## src/rtl/mips_main_ctrl.sv

```systemverilog
// Multicycle MIPS main control FSM: decodes Op and sequences the shared datapath with mem_ready stalls.
// Optional addi support is enabled by defining MAIN_CTRL_ADDI_EN.
module mips_main_ctrl #(
    parameter int OP_W    = 6,
    parameter int ALUOP_W = 2
) (
    input  logic               clk,
    input  logic               rst_n,
    input  logic [OP_W-1:0]    Op,
    input  logic               Zero,
    input  logic               mem_ready,
    output logic               IorD,
    output logic               MemWrite,
    output logic               IRWrite,
    output logic               RegDst,
    output logic               MemtoReg,
    output logic               RegWrite,
    output logic               ALUSrcA,
    output logic [1:0]         ALUSrcB,
    output logic [ALUOP_W-1:0] ALUOp,
    output logic [1:0]         PCSrc,
    output logic               PCEn,
    output logic               instr_done,
    output logic               illegal_op
);

    typedef enum logic [3:0] {
        S_FETCH  = 4'd0,
        S_DECODE = 4'd1,
        S_MEMADR = 4'd2,
        S_MEMRD  = 4'd3,
        S_MEMWR  = 4'd4,
        S_MEMWB  = 4'd5,
        S_EXEC   = 4'd6,
        S_ALUWB  = 4'd7,
        S_BRANCH = 4'd8,
        S_JUMP   = 4'd9
`ifdef MAIN_CTRL_ADDI_EN
        ,
        S_ADDIEX = 4'd10,
        S_ADDIWB = 4'd11
`endif
    } state_t;

    localparam logic [OP_W-1:0] OP_RTYPE = OP_W'('h00);
    localparam logic [OP_W-1:0] OP_LW    = OP_W'('h23);
    localparam logic [OP_W-1:0] OP_SW    = OP_W'('h2B);
    localparam logic [OP_W-1:0] OP_BEQ   = OP_W'('h04);
    localparam logic [OP_W-1:0] OP_J     = OP_W'('h02);
`ifdef MAIN_CTRL_ADDI_EN
    localparam logic [OP_W-1:0] OP_ADDI  = OP_W'('h08);
`endif

    state_t state, state_nx;

    logic ir_w, pc_w, br, mem_w, reg_w, done, ill;

    always_ff @(posedge clk or negedge rst_n) begin
        if (!rst_n) state <= S_FETCH;
        else        state <= state_nx;
    end

    always_comb begin
        state_nx = S_FETCH;
        ir_w     = 1'b0;
        pc_w     = 1'b0;
        br       = 1'b0;
        mem_w    = 1'b0;
        reg_w    = 1'b0;
        done     = 1'b0;
        ill      = 1'b0;
        IorD     = 1'b0;
        RegDst   = 1'b0;
        MemtoReg = 1'b0;
        ALUSrcA  = 1'b0;
        ALUSrcB  = 2'b00;
        ALUOp    = '0;
        PCSrc    = 2'b00;
        case (state)
            S_FETCH: begin
                ALUSrcB  = 2'b01;
                ir_w     = mem_ready;
                pc_w     = mem_ready;
                state_nx = mem_ready ? S_DECODE : S_FETCH;
            end
            S_DECODE: begin
                ALUSrcB = 2'b11;
                case (Op)
                    OP_LW, OP_SW: state_nx = S_MEMADR;
                    OP_RTYPE:     state_nx = S_EXEC;
                    OP_BEQ:       state_nx = S_BRANCH;
                    OP_J:         state_nx = S_JUMP;
`ifdef MAIN_CTRL_ADDI_EN
                    OP_ADDI:      state_nx = S_ADDIEX;
`endif
                    default: begin
                        ill      = 1'b1;
                        state_nx = S_FETCH;
                    end
                endcase
            end
            S_MEMADR: begin
                ALUSrcA  = 1'b1;
                ALUSrcB  = 2'b10;
                state_nx = (Op == OP_LW) ? S_MEMRD : S_MEMWR;
            end
            S_MEMRD: begin
                IorD     = 1'b1;
                state_nx = mem_ready ? S_MEMWB : S_MEMRD;
            end
            S_MEMWR: begin
                IorD     = 1'b1;
                mem_w    = mem_ready;
                done     = mem_ready;
                state_nx = mem_ready ? S_FETCH : S_MEMWR;
            end
            S_MEMWB: begin
                reg_w    = 1'b1;
                MemtoReg = 1'b1;
                done     = 1'b1;
            end
            S_EXEC: begin
                ALUSrcA  = 1'b1;
                ALUOp    = ALUOP_W'(2'b10);
                state_nx = S_ALUWB;
            end
            S_ALUWB: begin
                reg_w  = 1'b1;
                RegDst = 1'b1;
                done   = 1'b1;
            end
`ifdef MAIN_CTRL_ADDI_EN
            S_ADDIEX: begin
                ALUSrcA  = 1'b1;
                ALUSrcB  = 2'b10;
                state_nx = S_ADDIWB;
            end
            S_ADDIWB: begin
                reg_w = 1'b1;
                done  = 1'b1;
            end
`endif
            S_BRANCH: begin
                ALUSrcA = 1'b1;
                ALUOp   = ALUOP_W'(2'b01);
                PCSrc   = 2'b01;
                br      = 1'b1;
                done    = 1'b1;
            end
            S_JUMP: begin
                PCSrc = 2'b10;
                pc_w  = 1'b1;
                done  = 1'b1;
            end
            default: state_nx = S_FETCH;
        endcase
    end

    // Strobes are masked by rst_n so nothing fires while reset is held, even in FETCH with mem_ready high.
    assign IRWrite    = ir_w  & rst_n;
    assign PCEn       = (pc_w | (br & Zero)) & rst_n;
    assign MemWrite   = mem_w & rst_n;
    assign RegWrite   = reg_w & rst_n;
    assign instr_done = done  & rst_n;
    assign illegal_op = ill   & rst_n;

endmodule

```

## config.mk

```make
export PLATFORM = sky130hd
export DESIGN_NAME = mips_main_ctrl
export DESIGN_NICKNAME = d
export VERILOG_FILES = /design/src/rtl/mips_main_ctrl.sv
export SDC_FILE = /design/constraint.sdc
export NUM_CORES = 1
export LEC_CHECK = 0
export ABC_AREA = 0
export CAP_MARGIN = 0
export CORE_MARGIN = 1.5
export CORE_UTILIZATION = 34
export DETAILED_ROUTE_END_ITERATION = 8
export PLACE_DENSITY = 0.68
export SLEW_MARGIN = 40
export SYNTH_ARGS = -nofsm -noshare
export SYNTH_HDL_FRONTEND = slang
export SYNTH_SLANG_ARGS = --single-unit
```

## constraint.sdc

```tcl
create_clock -name clk -period 1.5 [get_ports clk]
set_input_delay 0.3 -clock clk [delete_from_list [all_inputs] [get_ports clk]]
set_output_delay 0.3 -clock clk [all_outputs]
set_load 0.02 [all_outputs]
```

Word level (Yosys, flattened, before mapping)
Index checks and enable logic that the tools add are counted.

word-level totals
  register bits after elaboration = 4
  input bits = 10
  output and inout port bits = 16
  word-level logic and storage cells = 51

operators by class
  equal/unequal tests = 13
  multiplexer cells = 21
  bitwise operators = 8
  reductions and logical operators = 8

operators with widths
  kind                                                  count
  one-hot mux 4 bit (6 select lines)                    1
  equality test 4 x 3 -> 1 bit (second input constant)  4
  one-hot mux 4 bit (4 select lines)                    1
  equality test 6 bit (second input constant)           2
  two-way mux 1 bit                                     11
  two-way mux 3 bit                                     3
  equality test 4 x 2 -> 1 bit (second input constant)  2
  equality test 4 bit (second input constant)           2
  one-hot mux 2 bit (2 select lines)                    2
  AND 1 bit                                             7
  equality test 6 x 2 -> 1 bit (second input constant)  1
  equality test 6 x 3 -> 1 bit (second input constant)  1
  zero test 6 bit                                       1
  one-hot mux 2 bit (3 select lines)                    1
  OR reduction 2 bit                                    3
  OR reduction 5 bit                                    1
  equality test 4 x 1 -> 1 bit (second input constant)  1
  zero test 4 bit                                       1
  one-hot mux 1 bit (2 select lines)                    2
  OR reduction 4 bit                                    1
  OR reduction 3 bit                                    1
  bitwise OR 1 bit                                      1

Longest topological paths before layout
  word-level depth = 5
  mapped depth = 5
  gate-level depth less buffers = 4

Worst setup path before layout
Ideal clock, no wire load.

  path type = register -> output
  start point = register state[1]
  end point = output port illegal_op
  arrival = 1.361 ns
  required time = 1.200 ns
  setup slack = -0.161 ns
  stages on the path, launching flop included = 5
  path buffers = 0
  path through = dfrtp_1 nand2b_1 nor3_1 o311ai_0 a21oi_1

on the way
  word-level cells in the longest chain between the ends = 3

ends and longest elaborated chain
  element                       RTL line  text
  start: declaration            54        state_t state, state_nx;
  start signal: assignment      60        else state <= state_nx;
  equality test 4 x 1 -> 1 bit  79        case (state)
  two-way mux 1 bit             79
  AND 1 bit                     165       assign illegal_op = ill & rst_n;
  end: declaration              24        output logic illegal_op

Every way passes these cells.

Worst setup path in the final report
  start point = register state[2]
  end point = output port instr_done

on the way
  word-level cells in the longest chain between the ends = 4
  elaborated cells on any way between the ends = 8
  classes of those cells = eq/ne (5); mux (1); bitwise (1); reduce/logical (1)

ends and longest elaborated chain
  element                                                                     RTL line  text
  equality test 4 bit / equality test 4 x 3 -> 1 bit (equally long branches)  79
  OR reduction 4 bit (no line)                                                --
  one-hot mux 1 bit (2 select lines) (*)                                      79
  AND 1 bit (*)                                                               164       assign instr_done = done & rst_n;
  end: declaration                                                            23        output logic instr_done,

Mark *: on every way between the ends. The rest lies on a longest branch, timed or not.

==> results.py <==
metrics = {
    "drt": {
        "viasPerCell": 6.047,
        "drt-total-wl_microns": 3416,
        "drt_pass1_iterations": 4,
        "drcViolationCount": 0,
        "ant_nets": 0,
        "vias": 895,
        "wl_per_cell_microns": 23.08,
        "first_iter_violations": 49,
    },
    "final_layout": {
        "final_core_util_pct": 98.15,
        "largest_reg_flops": 4,
        "final_layout_size_suffix_gt1_share_pct": 74.44,
        "syn2layout_area_growth_pct": 171.7,
        "antenna_cells": 0,
        "multiInputGateArea_sq_um": 554.3,
        "fin_nets": 145,
        "fin_area_sq_mm": 0.001261,
        "n_fill_cell": 14,
        "regArea_sq_um": 101.3,
        "top_regs": "state: 4 flops",
        "regMostFlops": "state",
        "stdcell_count": 148,
    },
    "yosys": {
        "synth_top_area_cell": "dfrtp_1",
        "syn_area_per_cell_sq_um": 6.631,
        "async_reset_ff_share_pct": 100.0,
        "ys_top_cells_by_count": "nor2_1 (13), nor3_1 (7), a21oi_1 (6), nand2_1 (6)",
        "ys_ff_latch": 4,
        "synth_area_leaders": "dfrtp_1 (22%), nor2_1 (11%), nor3_1 (7.5%)",
        "synthFlopType": "dfrtp_1",
        "synth_area_sq_um": 464.2,
        "syn-num-nets": 80,
        "netlist_instances": 70,
        "synth-edff-count": 0,
        "synth_top_area_share_pct": 21.56,
        "synth_most_common_cell": "nor2_1",
        "synthDistinctLibCells": 28,
        "ys_warn_count": 0,
        "yosysSeqAreaShare_pct": 21.56,
    },
    "cts": {
        "clock_latency_ns": 0.24,
        "clk_root_buffer_cell": "clkbuf_4",
        "clock_sinks": 4,
        "cts_buffer_depth": 2,
        "clkTransAtPathRegs_ns": 0.04,
        "cts.htree.levels": 1,
        "cts_buffers": 3,
        "cts_tree": "built",
        "cts_hold_buf": 0,
    },
    "placement": {
        "place_area_sq_um": 919.6,
        "dp_cells": 133,
        "io_buffer_count": 25,
        "gp_congestion": 0.7472,
        "hpwl_microns": 1211,
    },
    "power_and_ir_drop": {
        "ir_drop_mv": 0.6522,
        "power_switching_share_pct": 40.77,
        "cellPowerDensity_mw_per_mm2": 549.6,
        "p_switching_uw": 282.6,
        "intPower_uw": 410.5,
        "power_frac_clock_pct": 20.4,
        "combPwrFrac_pct": 62.1,
        "p_seq_share_pct": 17.5,
        "power.leakage_uw": 0.0005937,
    },
    "global_routing": {
        "overflow": 0,
        "grt_usage_pct": 26.22,
        "grt_pass1_vias": 633,
        "grt_antenna_before_repair": 0,
        "grt_pass1_wl_microns": 2787,
        "grt_max_degree": 14,
    },
    "run_status": {
        "failed_checks": "negative setup slack",
        "status": "finished, violations left",
    },
    "sta": {
        "rsz0062_at_grt": "true",
        "finalClockSkew_ns": 0.005369,
        "fin_crit_ns": 1.849,
        "clock.fmax_mhz": 541.0,
        "max_slew_margin_pct": 78.00,
        "finalHoldViolations": 0,
        "final-setup-viol-count": 17,
        "slew_violations": 0,
        "finalWorstSetupSlack_ns": -0.3485,
        "worstMarginPinSlew_ns": 0.3285,
        "period_share_pct": 123.2,
    },
    "job": {
        "cap_violations": 0,
    },
    "worst_setup_path": {
        "crit_type": "reg -> out",
        "cp.arrival_ns": 1.55,
        "worst_setup_path_end_kind": "output port",
        "required_ns": 1.20,
        "crit_fanout": 3,
        "setup.worst_path.start_class": "register",
    },
    "floorplan": {
        "start_util_pct": 36.12,
        "core.rowCount": 13,
        "die_width_microns": 39.95,
        "fp.dieArea_sq_mm": 0.001596,
        "coreArea_sq_mm": 0.001285,
        "die_h_microns": 39.95,
        "io_pins": 26,
    },
    "worst_hold_path": {
        "hp-class": "in -> async",
    },
}
[worst max-delay path, cell delays in order (launching register included)]
cell and delay, ns:
dfrtp_1 0.42, buf_6 0.15, nand2b_4 0.15, o21ai_1 0.14
nor2b_1 0.18, o21a_1 0.15, buf_6 0.12
[final timing paths]
check / from / end / cells after the start / slack (ns)
worst max-delay path: state[2]$_DFF_PN0_ / instr_done / 6 / -0.35
worst min-delay path: rst_n / state[1]$_DFF_PN0_ / 2 / 0.30
worst max register to register: state[0]$_DFF_PN0_ / state[0]$_DFF_PN0_ / 7 / -0.01
worst min register to register: state[3]$_DFF_PN0_ / state[0]$_DFF_PN0_ / 3 / 0.89
max in group asynchronous: rst_n / state[3]$_DFF_PN0_ / 2 / 1.07
min in group clk: Op[4] / state[3]$_DFF_PN0_ / 3 / 0.39
[cells by family after synthesis]
logic type / share of synthesized area, %
flops: 21.56
simple gates: 40.70
buf+inv: 7.816
xor+xnor: 1.887
compound gates: 28.04
[metal layers]
| metal | global-route usage [%] | share of wire [%] | vias up |
|---|---|---|---|
| li1 | - | - | 379 |
| met1 | 29.93 | 36 | 410 |
| met2 | 45.97 | 49 | 82 |
| met3 | 3.889 | 9.3 | 24 |
| met4 | 14.66 | 5.6 | 0 |
| met5 | 0 | 0 | - |
[repair_timing]
item,4_1_cts,5_1_grt
pin swaps,8,7
endpoints found under the hold margin,0,0
buffers inserted,6,6
setup endpoints to repair,19,18
gates resized for setup,129,47
gates cloned,0,1
[power by group through the flow]
stage / sequential, uW / clock, uW / combinational [uW]
6_report: 122 / 141 / 430
5_1_grt: 121 / 151 / 449
4_1_cts: 118 / 140 / 322
3_5_place_dp: 119 / 0 / 260
3_3_place_gp: 119 / 0 / 256
2_1_floorplan: 122 / 0 / 112
[cell usage in the layout (no fill, tap or decap), types with 2 or more instances in the layout]
master,instances
clkbuf_4,4
o311ai_4,2
nor3_4,2
nand2_4,2
nand2_1,3
nor2_4,5
nor2_2,2
clkbuf_2,3
nor3_1,2
nand2b_4,4
a21oi_1,5
buf_6,21
nor3_2,3
o21ai_1,2
buf_2,3
inv_1,3
buf_4,32
dlygate4sd2_1,2
nor2_1,6
dfrtp_1,3
[layout make-up]
| class | instances | area share (%) |
|---|---|---|
| clock buffer | 3 | 1.786 |
| sequential | 4 | 8.036 |
| multi-input combinational | 59 | 43.95 |
| tap | 15 | 1.488 |
| timing repair buffer | 64 | 43.85 |
| inverter | 3 | 0.8929 |
[through the flow]
step	TNS, ns	hold slack [ns]	total power, uW	setup WS [ns]
after floorplan	-0.1427	0.004409	233.7	-0.07584
after global placement	-7.724	0.7147	375.2	-0.8932
after detailed placement	-8.068	0.7154	379.3	-0.9946
after CTS	-1.407	0.2510	580.7	-0.1482
after global routing	-3.454	0.2885	721.2	-0.3832
final	-2.865	0.3034	693.1	-0.3485
Power figures use the tool's default switching activity.
==> patch 1 (same settings) <==
Set the parameter `OP_W` to 7 (it was 6).
--- a/src/rtl/mips_main_ctrl.sv
+++ b/src/rtl/mips_main_ctrl.sv
@@ -2,5 +2,5 @@
 // Optional addi support is enabled by defining MAIN_CTRL_ADDI_EN.
 module mips_main_ctrl #(
-    parameter int OP_W    = 6,
+    parameter int OP_W    = 7,
     parameter int ALUOP_W = 2
 ) (
Interface: changed (resized Op); port bits go from 26 to 27. No check against the original RTL was run, so the function may have changed too.
==> patch 1 against the unedited design <==
  * The flow still finishes with violations (negative setup slack)
  * Largest cell class is now buffers
  * Routed wire length is 32% lower
  * Worst setup slack better by 54 ps
  * Critical endpoint unchanged
  * Design area is 9.9% lower
  * Area after synthesis is 2.2% higher
  * Hold slack worse by 34 ps
  * Highest routed layer unchanged
  * Sequential cell count stayed put
  * Final cell count is 6.1% lower
Power is not compared: it rests on default switching activity, and its combinational part moved more than twofold at a synthesized area within 25%.
==> patch 1: results (changes against the unedited design) <==
* Status: finished with violations (unchanged)
* Failing checks: negative setup slack (unchanged)
* Worst-Skew Late Latency at 240 ps (about the same)
* Asr flop ratio synth at 100.0% (unchanged)
* Worst setup margin at -294.5 ps (was -348.5 ps)
* Clock-pin slew of the registers on the worst-case setup and hold paths at 40 ps (about the same)
* Total GRT Usage at 21.32% (was 26.22%)
* Setup slack, reg-to-reg at -260 ps (was -10 ps)
* Nets at 137 (was 145)
* P_leak at 0.5170 nW
* Dominant cells by area after synthesis: dfrtp_1, nor2_1, a21oi_1 (was dfrtp_1, nor2_1, nor3_1)
* PortBufs at 26 (was 25)
* Top flop regs: state x4 (unchanged)
* Vias per inst at 5.540 (was 6.047)
* Clock Tree Buf Depth at 2 (unchanged)
* Largest net degree at the start of global routing at 11 (was 14)
* Initial drt markers at 25 (was 49)
* # diodes at 0 (unchanged)
* Vias in the first global route at 598 (was 633)
* CP Max Fanout at 5 (was 3)
* Worst IR Drop VDD at 0.9369 mV
* Placed cell area at 924.6 µm² (was 919.6 µm²)
* Final WL at 2335 µm (was 3416 µm)
* Cell-internal power at approximately 700 µW
* Clk_skew at 1.618 ps (was 5.369 ps)
* Sequential element share of the synthesized area at 21.11% (was 21.56%)
* CTS Root Cell: clkbuf_4 (unchanged)
* Top cells by count, synth: nor2_1, a21oi_1, o21ai_0 (was nor2_1, nor3_1, a21oi_1, nand2_1)
* HPWL Detailed at 1138 µm (was 1211 µm)
* Pins Over Slew Limit at 0 (unchanged)
* Yosys warnings at 0 (unchanged)
* Initial antenna violation count at 0 (unchanged)
* Arr. time, crit path at 1490 ps (was 1550 ps)
* Fraction of layout cells with a size suffix above 1 at 65.32% (was 74.44%)
* Worst hold path class: in2async (unchanged)
* Inserted Clock Buffers at 3 (unchanged)
* Post-Syn Nets at 80 (unchanged)
* Slew HR at 75.20% (was 78.00%)
* Placer congestion estimate at 0.8555 (was 0.7472)
* Final setup vio count at 17 (unchanged)
* Unique masters post-synth at 29 (was 28)
==> patch 1: changes by cell type after synthesis, sizes merged, moves of 3 or more <==
cell / delta
clkbuf: +4
nand2: -3
nand3b: +3
nor2: -3
nor3: -6
==> patch 1: metrics by stage <==
stage,utilization (%),worst slack [ps],hold slack (ps),cells,TNS [ps]
3_5_place_dp,71.06,-862.1,694.8,127,-9511
6_report,87.31,-294.5,269.5,139,-2830
5_1_grt,87.31,-334.7,286.8,139,-3588
3_3_place_gp,71.06,-843.9,684.9,127,-9452
2_1_floorplan,-,-36.63,4.409,69,-68.50
4_1_cts,78.37,-216.9,260.9,135,-2007
==> patch 1: worst paths after layout <==
path / from / end / cells past startpoint
max: state[0] / instr_done / 5
min: rst_n / state[2] / 2
max reg2reg: state[0] / state[2] / 7
min reg2reg: state[0] / state[2] / 2
max in group asynchronous: rst_n / state[0] / 2
min in group clk: Op[1] / state[0] / 5
==> patch 1: layout make-up <==
| type | instances | area [µm²] |
|---|---|---|
| Timing Repair Buffer | 58 | 508.0 |
| Clock buffer | 3 | 22.52 |
| Tap cell | 15 | 18.77 |
| Fill cell | 74 | 165.2 |
| Inverter | 1 | 3.754 |
| Multi-Input combinational cell | 58 | 480.5 |
| Sequential cell | 4 | 102.6 |
==> patch 1: per-layer routing <==
metal	wire [µm]	global-route usage, %	vias up
li1	-	-	364
met1	911	21.59	363
met2	1275	40.87	41
met3	142	3.333	2
met4	6	10.83	0
met5	0	0	-
==> patch 1: power groups by stage <==
| stage | combinational (mW) | sequential [mW] | clock [mW] |
|---|---|---|---|
| 5_1_grt | 0.967 | 0.162 | 0.146 |
| 3_5_place_dp | 0.620 | 0.150 | 0 |
| 6_report | 0.928 | 0.161 | 0.137 |
| 4_1_cts | 0.715 | 0.158 | 0.136 |
| 3_3_place_gp | 0.619 | 0.149 | 0 |
| 2_1_floorplan | 0.353 | 0.144 | 0 |
==> patch 1: kinds of logic (layout without fill, tap and decap cells) <==
logic type | after synthesis | after routing | share of synthesized area [%]
XOR/XNOR | 1 | 1 | 1.847
AO/OA/AOI/OAI | 17 | 17 | 20.58
buffers and inverters | 7 | 62 | 6.333
flip-flops | 4 | 4 | 21.11
AND/OR/NAND/NOR | 40 | 40 | 50.13
==> patch 1: worst max-delay path: stages (launching register included) <==
cell and delay, ps:
dfrtp_2 440, nor3b_2 250, o21ai_1 120, o21ai_1 170, and2_2 170, buf_6 110
==> patch 1: repair_timing <==
action | in CTS | in global routing
endpoints found under the hold margin | 0 | 0
resized for setup | 123 | 25
pin swaps | 9 | 5
hold buffers | 0 | 0
buffers inserted | 5 | 5
setup endpoints to repair | 19 | 18
==> patch 2 (config.mk and constraints unchanged) <==
Without the edit above. Encoding of `state_t`: now one-hot (10 bits for 10 states).
--- a/src/rtl/mips_main_ctrl.sv
+++ b/src/rtl/mips_main_ctrl.sv
@@ -25,15 +25,15 @@
 );
 
-    typedef enum logic [3:0] {
-        S_FETCH  = 4'd0,
-        S_DECODE = 4'd1,
-        S_MEMADR = 4'd2,
-        S_MEMRD  = 4'd3,
-        S_MEMWR  = 4'd4,
-        S_MEMWB  = 4'd5,
-        S_EXEC   = 4'd6,
-        S_ALUWB  = 4'd7,
-        S_BRANCH = 4'd8,
-        S_JUMP   = 4'd9
+    typedef enum logic [9:0] {
+        S_FETCH  = 10'b0000000001,
+        S_DECODE = 10'b0000000010,
+        S_MEMADR = 10'b0000000100,
+        S_MEMRD  = 10'b0000001000,
+        S_MEMWR  = 10'b0000010000,
+        S_MEMWB  = 10'b0000100000,
+        S_EXEC   = 10'b0001000000,
+        S_ALUWB  = 10'b0010000000,
+        S_BRANCH = 10'b0100000000,
+        S_JUMP   = 10'b1000000000
 `ifdef MAIN_CTRL_ADDI_EN
         ,
Check against the original RTL: no difference found for any inputs over 10 cycles, from zero or initial values and one cycle with rst_n low; not proved beyond that.
==> patch 2 against the unedited design <==
  * The flow still finishes with violations (negative setup slack)
  * Total power grew to 2.9 times the old value
  * Combinational power grew to 3.3 times the old value
  * Critical path depth is 1 lower
  * Worst setup slack worse by 420 ps
  * Sequential cell count is 6 higher
  * Die area is 58% higher
  * Design area is 51% higher
  * Sequential power grew to 2.8 times the old value
  * Synthesized cell count is 30% higher
  * Maximum frequency is 18% lower
  * Area after synthesis is 63% higher
  * Clock power is 100% higher
  * Routed wire length is 47% higher
  * Hold slack better by 210 ps
  * Largest cell class is now buffers
==> patch 2: results (changes against the unedited design) <==
* Vias in the first global route at 1135 (was 633)
* Arr. time, crit path at 1970 ps (was 1550 ps)
* Worst hold path class: in2async (unchanged)
* Final setup vio count at 26 (was 17)
* Setup slack, reg-to-reg at -520 ps (was -10 ps)
* Reg2reg end: state[0] (unchanged)
* Unique masters post-synth at 32 (was 28)
* Initial drt markers at 52 (was 49)
* Final WL at 5033 µm (was 3416 µm)
* Clk_skew at 4.476 ps (was 5.369 ps)
* CTS Root Cell: clkbuf_4 (unchanged)
* Final Non-Filler Cells at 203 (was 148)
* P_leak at 0.8493 nW (was 0.5937 nW)
* Worst setup margin at -765.4 ps (was -348.5 ps)
* Slew HR at 69.62% (was 78.00%)
* Worst IR Drop VDD at 0.9626 mV (was 0.6522 mV)
* Vias post-DR at 1246 (was 895)
* Nets at 187 (was 145)
* Status: finished with violations (unchanged)
* Largest net degree at the start of global routing at 11 (was 14)
* Slowest cell delay on critical path at 470 ps (was 420 ps)
* Total GRT Usage at 32.07% (was 26.22%)
* First-pass GRT wire length at 5761 µm (was 2787 µm)
* # placed instances at 182 (was 133)
* Clock-pin slew of the registers on the worst-case setup and hold paths at 90 ps (was 40 ps)
* Dominant cells by area after synthesis: dfrtp_1, nor3_1, nand2_1 (was dfrtp_1, nor2_1, nor3_1)
* Top cells by count, synth: nand2_1, nor3_1, dfrtp_1, nor2_1, a21oi_1 (was nor2_1, nor3_1, a21oi_1, nand2_1)
* Pre-CTS setup slack at -1027 ps (was -994.6 ps)
* CP max-delay cell: dfrtp_1 (unchanged)
* Sequential element share of the synthesized area at 33.22% (was 21.56%)
* Mean area per synthesized cell at 8.318 µm² (was 6.631 µm²)
* Placed cell area at 1390 µm² (was 919.6 µm²)
* PortBufs at 25 (unchanged)
* HPWL Detailed at 2065 µm (was 1211 µm)
* Worst-Skew Late Latency at 290 ps (was 240 ps)
* Placer congestion estimate at 0.8629 (was 0.7472)
* Failing checks: negative setup slack (unchanged)
* Top flop regs: state x10 (was state x4)
* Fraction of layout cells with a size suffix above 1 at 70.45% (was 74.44%)
* CP Max Fanout at 2 (was 3)
* Post-Syn Nets at 101 (was 80)
* Reg-to-Reg Start: state[9] (was state[0])
==> patch 2: cells by family (layout without fill, tap and decap cells) <==
logic type / count (synthesis) / after routing / synth area share (%)
AND/OR/NAND/NOR: 59 / 59 / 47.60
flip-flops: 10 / 10 / 33.22
buffers and inverters: 7 / 92 / 4.793
AO/OA/AOI/OAI: 12 / 12 / 10.91
XOR/XNOR: 3 / 3 / 3.472
==> patch 2: cell type report <==
cell class	instances	share of cell area (%)
clock buffer	4	1.902
tap	27	1.770
timing repair buffer	85	42.03
inverter	3	0.5902
sequential	10	13.25
multi-input combinational	74	40.46
==> patch 2: worst max-delay path, delay by kind of cell, from the launching register on <==
kind	cells	cell delay, ps
simple gates	3	930
buf+inv	2	270
flops	1	470
==> patch 2: worst max path at each step <==
stage | end | slack, ps | cells after the start
floorplan | MemtoReg | -250 | 4
global placement | illegal_op | -970 | 6
detailed placement | illegal_op | -1030 | 6
CTS | illegal_op | -640 | 6
global route | ALUOp[1] | -780 | 5
finish | ALUOp[1] | -770 | 5
==> patch 2: per-stage QoR <==
step / hold WS, ps / utilization [%] / power [mW] / TNS, ps
CTS: 487.1 / 82.67 / 1.678 / -9000
detailed placement: 649.5 / 68.75 / 1.133 / -13480
global placement: 623.5 / 68.75 / 1.111 / -12650
global route: 515.6 / 94.37 / 2.077 / -12930
finish: 512.8 / 94.37 / 2.043 / -12420
floorplan: 4.409 / - / 0.7375 / -2319
==> patch 2: power by group <==
part           internal (mW)  switching (mW)
clock network          0.148           0.134
registers              0.303          0.0329
logic                  0.736           0.689
==> patch 2: repair_timing <==
item | in CTS | in global routing
pin swaps | 17 | 18
resized for setup | 130 | 39
setup buffers | 11 | 10
endpoints found under the setup margin | 22 | 26
==> patch 2: metal layers <==
layer | global-route usage [%] | vias up | share of wire [%]
met5 | 0 | - | 0
met4 | 19.91 | 0 | 7.7
met3 | 5.655 | 37 | 9.6
met2 | 57.02 | 118 | 50
met1 | 34.85 | 580 | 32
li1 | - | 511 | -
